$ cat src/rtl/alu_mdu_ctrl_if.sv
// ALU request bus: the mul/div controller drives operands and run, the ALU answers with ack and Y.
`ifndef ALUOP_L
`define ALUOP_L 4
`endif

interface alu_mdu_ctrl_if #(
  parameter int OPR_L = 32
);
  logic [OPR_L-1:0]    alu_A;
  logic [OPR_L-1:0]    alu_B;
  logic                alu_c;
  logic [`ALUOP_L-1:0] alu_op;
  logic                alu_run;
  logic                alu_ack;
  logic [OPR_L-1:0]    alu_Y;

  modport master (
    output alu_A, alu_B, alu_c, alu_op, alu_run,
    input  alu_ack, alu_Y
  );

  modport slave (
    input  alu_A, alu_B, alu_c, alu_op, alu_run,
    output alu_ack, alu_Y
  );
endinterface

$ cat src/rtl/alu_mdu_ctrl.sv
// Iterative unsigned multiply/divide sequencer borrowing an external ALU over a four-phase run/ack handshake.
// Optional macro ALU_MDU_DIV_EN builds the restoring divider; without it divide requests finish with err=1.
`ifndef ALUOP_L
`define ALUOP_L 4
`endif

module alu_mdu_ctrl #(
  parameter int OPR_L = 32
) (
  input  logic             clk,
  input  logic             rst,
  input  logic             start,
  input  logic             op_div,
  input  logic [OPR_L-1:0] opa,
  input  logic [OPR_L-1:0] opb,
  output logic             busy,
  output logic             done,
  output logic             err,
  output logic [OPR_L-1:0] hi,
  output logic [OPR_L-1:0] lo,
  alu_mdu_ctrl_if.master   alu
);

  // Opcode encodings shared with the ALU (alu_opcode.v).
  localparam logic [`ALUOP_L-1:0] ALU_ADD  = `ALUOP_L'(0);
  localparam logic [`ALUOP_L-1:0] ALU_SUB  = `ALUOP_L'(1);
  localparam logic [`ALUOP_L-1:0] ALU_SLTU = `ALUOP_L'(3);

  typedef enum logic [2:0] {IDLE, ISSUE, WAIT_ACK, WAIT_REL, STEP, FIN} state_t;
  typedef enum logic [1:0] {PH_DECIDE, PH_FIRST, PH_SECOND} phase_t;

  state_t              state, state_nxt;
  phase_t              phase;
  logic [5:0]          cnt;
  logic [OPR_L-1:0]    md;
  logic [OPR_L-1:0]    sum;
  logic [OPR_L-1:0]    y_r;
  logic [OPR_L-1:0]    hi_r, lo_r;
  logic                err_r;
  logic                run_r;
  logic [OPR_L-1:0]    a_r, b_r;
  logic [`ALUOP_L-1:0] op_r;
`ifdef ALU_MDU_DIV_EN
  logic                div_q;
`endif

  logic                reject;
  logic                need_alu;
  logic                last_iter;
  logic [OPR_L-1:0]    nxt_a;
  logic [`ALUOP_L-1:0] nxt_op;

  always_ff @(posedge clk or posedge rst) begin
    if (rst) state <= IDLE;
    else     state <= state_nxt;
  end

  // need_alu is evaluated in STEP: does the current iteration still owe an ALU request?
  always_comb begin
    state_nxt = state;
`ifdef ALU_MDU_DIV_EN
    reject    = op_div && (opb == '0);
`else
    reject    = op_div;
`endif
    need_alu  = ((phase == PH_DECIDE) && lo_r[0]) || (phase == PH_FIRST);
    nxt_a     = (phase == PH_SECOND) ? sum : hi_r;
    nxt_op    = (phase == PH_SECOND) ? ALU_SLTU : ALU_ADD;
`ifdef ALU_MDU_DIV_EN
    if (div_q) begin
      need_alu = (phase == PH_DECIDE) || ((phase == PH_FIRST) && !y_r[0]);
      nxt_a    = hi_r;
      nxt_op   = (phase == PH_FIRST) ? ALU_SLTU : ALU_SUB;
    end
`endif
    last_iter = !need_alu && (cnt == 6'd31);

    case (state)
      IDLE:     if (start) state_nxt = reject ? FIN : STEP;
      ISSUE:    if (!alu.alu_ack) state_nxt = WAIT_ACK;
      WAIT_ACK: if (alu.alu_ack) state_nxt = WAIT_REL;
      WAIT_REL: if (!alu.alu_ack) state_nxt = STEP;
      STEP:     state_nxt = need_alu ? ISSUE : (last_iter ? FIN : STEP);
      FIN:      state_nxt = IDLE;
      default:  state_nxt = IDLE;
    endcase
  end

  // Operand registers only load on the cycle run rises, so they stay frozen across run/ack.
  always_ff @(posedge clk or posedge rst) begin
    if (rst) begin
      phase <= PH_DECIDE;
      cnt   <= 6'd0;
      md    <= '0;
      sum   <= '0;
      y_r   <= '0;
      hi_r  <= '0;
      lo_r  <= '0;
      err_r <= 1'b0;
      run_r <= 1'b0;
      a_r   <= '0;
      b_r   <= '0;
      op_r  <= '0;
`ifdef ALU_MDU_DIV_EN
      div_q <= 1'b0;
`endif
    end else begin
      case (state)
        IDLE: if (start) begin
          md    <= opb;
          cnt   <= 6'd0;
          phase <= PH_DECIDE;
          hi_r  <= '0;
          lo_r  <= opa;
          err_r <= 1'b0;
`ifdef ALU_MDU_DIV_EN
          div_q <= op_div;
          if (reject) begin
            hi_r  <= opa;
            lo_r  <= '1;
            err_r <= 1'b1;
          end
`else
          if (reject) begin
            lo_r  <= '0;
            err_r <= 1'b1;
          end
`endif
        end
        ISSUE: if (!alu.alu_ack) begin
          run_r <= 1'b1;
          a_r   <= nxt_a;
          b_r   <= md;
          op_r  <= nxt_op;
        end
        WAIT_ACK: if (alu.alu_ack) begin
          y_r   <= alu.alu_Y;
          run_r <= 1'b0;
        end
        STEP: begin
`ifdef ALU_MDU_DIV_EN
          if (div_q) begin
            // A set r32 after the shift already guarantees rem >= divisor, so the compare is skipped.
            case (phase)
              PH_DECIDE: begin
                {hi_r, lo_r} <= {hi_r[OPR_L-2:0], lo_r, 1'b0};
                phase        <= hi_r[OPR_L-1] ? PH_SECOND : PH_FIRST;
              end
              PH_FIRST: if (!y_r[0]) phase <= PH_SECOND;
              default: begin
                hi_r    <= y_r;
                lo_r[0] <= 1'b1;
              end
            endcase
          end else
`endif
          begin
            case (phase)
              PH_DECIDE: begin
                if (lo_r[0]) phase <= PH_FIRST;
                else         {hi_r, lo_r} <= {1'b0, hi_r, lo_r[OPR_L-1:1]};
              end
              PH_FIRST: begin
                sum   <= y_r;
                phase <= PH_SECOND;
              end
              default: {hi_r, lo_r} <= {y_r[0], sum, lo_r[OPR_L-1:1]};
            endcase
          end
          if (!need_alu) begin
            phase <= PH_DECIDE;
            cnt   <= last_iter ? 6'd0 : cnt + 6'd1;
          end
        end
        default: ;
      endcase
    end
  end

  assign busy        = (state != IDLE);
  assign done        = (state == FIN);
  assign err         = err_r;
  assign hi          = hi_r;
  assign lo          = lo_r;
  assign alu.alu_A   = a_r;
  assign alu.alu_B   = b_r;
  assign alu.alu_op  = op_r;
  assign alu.alu_run = run_r;
  assign alu.alu_c   = 1'b0;

endmodule

$ cat src/flat_wrapper.sv
// flat-port wrapper written by rule: the top's interface ports become plain ports
module alu_mdu_ctrl_flat 
#(
  parameter int OPR_L = 32
)
  (clk, rst, start, op_div, opa, opb, busy, done, err, hi, lo, alu_alu_A, alu_alu_B, alu_alu_c, alu_alu_op, alu_alu_run, alu_alu_ack, alu_alu_Y);
  alu_mdu_ctrl_if #(.OPR_L(OPR_L)) alu_i ();
  input  logic clk;
  input  logic rst;
  input  logic start;
  input  logic op_div;
  input  logic [OPR_L-1:0] opa;
  input  logic [OPR_L-1:0] opb;
  output logic busy;
  output logic done;
  output logic err;
  output logic [OPR_L-1:0] hi;
  output logic [OPR_L-1:0] lo;
  output wire logic [$bits(alu_i.alu_A)-1:0] alu_alu_A;
  output wire logic [$bits(alu_i.alu_B)-1:0] alu_alu_B;
  output wire logic [$bits(alu_i.alu_c)-1:0] alu_alu_c;
  output wire logic [$bits(alu_i.alu_op)-1:0] alu_alu_op;
  output wire logic [$bits(alu_i.alu_run)-1:0] alu_alu_run;
  input wire logic [$bits(alu_i.alu_ack)-1:0] alu_alu_ack;
  input wire logic [$bits(alu_i.alu_Y)-1:0] alu_alu_Y;
  assign alu_alu_A = alu_i.alu_A;
  assign alu_alu_B = alu_i.alu_B;
  assign alu_alu_c = alu_i.alu_c;
  assign alu_alu_op = alu_i.alu_op;
  assign alu_alu_run = alu_i.alu_run;
  assign alu_i.alu_ack = alu_alu_ack;
  assign alu_i.alu_Y = alu_alu_Y;
  alu_mdu_ctrl #(.OPR_L(OPR_L)) u_core (.clk(clk), .rst(rst), .start(start), .op_div(op_div), .opa(opa), .opb(opb), .busy(busy), .done(done), .err(err), .hi(hi), .lo(lo), .alu(alu_i));
endmodule
$ cat config.mk
export PLATFORM = sky130hd
export DESIGN_NAME = alu_mdu_ctrl_flat
export DESIGN_NICKNAME = d
export VERILOG_FILES = /design/src/rtl/alu_mdu_ctrl_if.sv /design/src/rtl/alu_mdu_ctrl.sv /design/src/flat_wrapper.sv
export SDC_FILE = /design/constraint.sdc
export NUM_CORES = 1
export LEC_CHECK = 0
export BUFFER_PORTS_ARGS = -buffer_cell sky130_fd_sc_hd__clkbuf_2
export CAP_MARGIN = 25
export CORE_MARGIN = 5
export CORE_UTILIZATION = 30
export DETAILED_ROUTE_END_ITERATION = 16
export PLACE_DENSITY_LB_ADDON = 0.25
export SYNTH_ARGS = -nofsm -noshare
export SYNTH_HDL_FRONTEND = slang
export SYNTH_SLANG_ARGS = --single-unit
$ cat constraint.sdc
create_clock -name clk -period 9.3 [get_ports clk]
set_clock_uncertainty 0.1 [all_clocks]
set_input_delay 0.93 -clock clk [delete_from_list [all_inputs] [get_ports clk]]
set_output_delay 0.93 -clock clk [all_outputs]
set_load 0.01 [all_outputs]
==> key figures <==
Synth
  • Synthesized cell area: 9910 um2
  • Yosys warns: 0
  • Main combinational cell family by area after synthesis: multiplexers
  • Post-synthesis mux area share: 0.180
  • Synth Area in Compound Gates: 0.0928
  • Synth area leader: dfrtp_1
  • Adder-Cell Fraction of Synth Area: 0.00126
  • Syn Area/Cell: 12.1 um2
  • Post-synth top flop: dfrtp_1
  • Post-synth EDFFs: 0
  • Yosys top cell area share: 0.601
  • Sequential-to-total area share from yosys stat: 0.601
  • Synth area leaders: dfrtp_1 60%, mux2_2 15%, nor2_1 4.0%
  • Yosys cell types: 39
  • FFs w/ async S/R, synth: 1.00
  • Synth Area in XOR/XNOR: 0.000884
  • Number of synthesized register bits: 238
  • Syn Inst Count: 819
  • Simple-Gate Fraction of Synth Area: 0.0943

Power
  • Power per cell area: 356 nW/um2
  • Tot Pwr: 0.00446 W
  • Leakage power: 5.87 nW
  • Worst VDD drop: 0.159 mV

Die
  • IO Count: 238
  • Row cnt: 66
  • Core box area: 32500 um2
  • Die ar.: 36800 um2
  • Die Width: 192 um
  • Die height: 192 um
  • Initial Utilization: 0.305

Routing
  • DR iter-0 viols: 274
  • Final ANT Viol Nets: 0
  • Vias post-DR: 7033
  • Drt pass-1 iters: 4
  • # DRC: 0
  • Drt total wl: 26100 um
  • DR WL/cell: 17.4 um
  • Via density: 4.69

STA
  • Final WS setup: 6.34 ns
  • Final hold viol count: 0
  • Slew of the pin with the lowest slew margin: 0.996 ns
  • RSZ-0062 raised after global routing: no
  • Slew Viols, Final: 0
  • Highest Clock Rate: 0.338 GHz
  • Post-route clock period utilization: 0.318
  • Final setup fails: 0
  • Fin Setup TNS: 0 ns
  • Relative slew slack: 0.334
  • Min Clock Period, post-route: 2.96 ns

Placed design
  • Placer congestion estimate: 0.776
  • Placed insts: 1449
  • Setup WS pre-CTS: 6.07 ns
  • I/O Buffers: 234
  • DP Wirelength: 17200 um

Clocking
  • H-Tree Depth: 1
  • Number of setup buffers added after CTS: 0
  • Hold Buf Count CTS: 0
  • TritonCTS clock tree: done
  • Later-pin clock latency in the skew report: 0.53 ns
  • CTS sink cnt: 238
  • Clock-pin slew on the worst setup and hold paths: 0.06 ns
  • Clock Tree Root: clkbuf_16
  • CTS Buf Count: 27
  • Bufs on Longest Clock Path: 3
  • Cts repair resizes: 0

Setup path
  • Setup crit start kind: flip-flop
  • Crit-path max FO: 39
  • Crit Path Category: flip-flop to flip-flop
  • Crit. End Element: flip-flop
  • Worst EP required: 9.61 ns
  • WP data arrival: 3.26 ns

Run
  • Max Cap Viol: 0

Final layout
  • Layout fillers: 3259
  • Syn-to-layout area delta: 26.3%
  • Non-filler cells, final: 1499
  • Antenna Cells: 0
  • Area of the multi-input gates: 3710 um2
  • Share of cells above drive strength 1: 0.415
  • Nets: 1139
  • Seq. cell area: 5960 um2

Global routing
  • Initial antenna violation count: 1
  • Global-route wire length before repair: 41000 um
  • GR Util All Layers: 0.138
  • GRT overflow: 0
  • Vias in the first global route: 7201
  • Largest net degree at the start of global routing: 131

Min path
  • Hold crit path type: input port to async pin

Status
  • Outcome: finished, final reports clean
## cell usage in the layout, fill, tap and decap left out, drive strengths merged, types with 2 or more instances in the layout
cell type  netlist  final
clkbuf          36    272
dfrtp          238    238
mux2           129    129
nor2           105    105
a21oi           72     72
o21ai           42     42
nand2           40     40
nor3b           34     34
mux2i           33     33
a221oi          30     30
buf             27     16
nand3            4      4
clkinvlp         0      4
bufinv           0      4
conb             1      3
clkinv           0      3
nand2b           3      3
or3              2      2
a32o             2      2
or4              2      2
inv              2      2
## critical path, stage by stage, from the launching register on
cell	delay (ns)
dfrtp_2	0.90
nand3b_1	0.91
buf_4	0.54
mux2_2	0.31
## registers in the layout, indices dropped and copies added (netlist names)
| register | flops |
|---|---|
| u_core.sum | 32 |
| u_core.y_r | 32 |
| u_core.alu.alu_B | 32 |
| u_core.phase | 2 |
| u_core.md | 32 |
| u_core.lo | 32 |
| u_core.alu.alu_A | 32 |
| u_core.cnt | 6 |
| u_core.alu.alu_op | 1 |
| u_core.alu.alu_run | 1 |
| u_core.err | 1 |
| u_core.hi | 32 |
| u_core.state | 3 |
## cells in the mapped netlist, types with 2 or more instances
| cell | number |
|---|---|
| mux2i_1 | 33 |
| mux2_2 | 129 |
| a221oi_1 | 30 |
| nand3_1 | 4 |
| a32o_1 | 2 |
| nor2_1 | 105 |
| a21oi_1 | 72 |
| buf_2 | 20 |
| buf_1 | 2 |
| or4_1 | 2 |
| inv_1 | 2 |
| nand2b_1 | 3 |
| nand2_1 | 40 |
| nor3b_1 | 32 |
| or3_1 | 2 |
| clkbuf_1 | 36 |
| dfrtp_1 | 238 |
| nor3b_2 | 2 |
| o21ai_0 | 42 |
| buf_4 | 4 |
## metal layers
| metal | share of wire | routed length [um] | up-vias | track usage |
|---|---|---|---|---|
| met5 | 0.00042 | 11 | - | 0 |
| met4 | 0.031 | 815 | 2 | 0.0387 |
| met3 | 0.067 | 1750 | 48 | 0.0322 |
| met2 | 0.45 | 11700 | 175 | 0.214 |
| met1 | 0.45 | 11800 | 3484 | 0.195 |
| li1 | - | - | 3324 | - |
## path summary, 6_finish.rpt
| kind | startpoint | endpoint | slack, ns | cells after the start |
|---|---|---|---|---|
| setup / recovery | u_core.phase[0] | u_core.sum[5] | 6.34 | 3 |
| hold / removal | rst | u_core.alu.alu_B[20] | 0.18 | 2 |
| setup reg to reg | u_core.phase[0] | u_core.sum[5] | 6.34 | 3 |
| hold reg to reg | u_core.md[4] | u_core.alu.alu_B[4] | 0.40 | 1 |
| max in group asynchronous | rst | u_core.phase[0] | 7.37 | 4 |
| min in group clk | u_core.md[4] | u_core.alu.alu_B[4] | 0.40 | 1 |
## area by class of cell
type | count | share of cell area
multi-input combinational | 518 | 0.297
sequential | 238 | 0.476
inverter | 2 | 0.00120
clock inverter | 11 | 0.0132
tap | 442 | 0.0442
timing repair buffer | 250 | 0.107
clock buffer | 38 | 0.0621
## kinds of logic (layout without fill, tap and decap cells)
family,Yosys count,in the layout
compound gates,154,154
xor+xnor,1,1
fa+ha+maj,1,1
buf+inv,65,301
flops,238,238
mux,162,162
other cells,1,3
simple gates,197,197
## through the flow
stage	util	cell area, um2	hold slack (ns)
6_report	0.385	12500	0.177
4_1_cts	0.384	12500	0.401
2_1_floorplan	-	9920	0.375
3_3_place_gp	0.353	11500	0.378
5_1_grt	0.385	12500	0.159
3_5_place_dp	0.355	11500	0.386
## power breakdown
| part | switching (W) | internal [W] |
|---|---|---|
| Sequential | 0.000323 | 0.00150 |
| Combinational | 0.000819 | 0.000696 |
| Clock | 0.000426 | 0.000691 |
(Power assumes the default switching activity.)
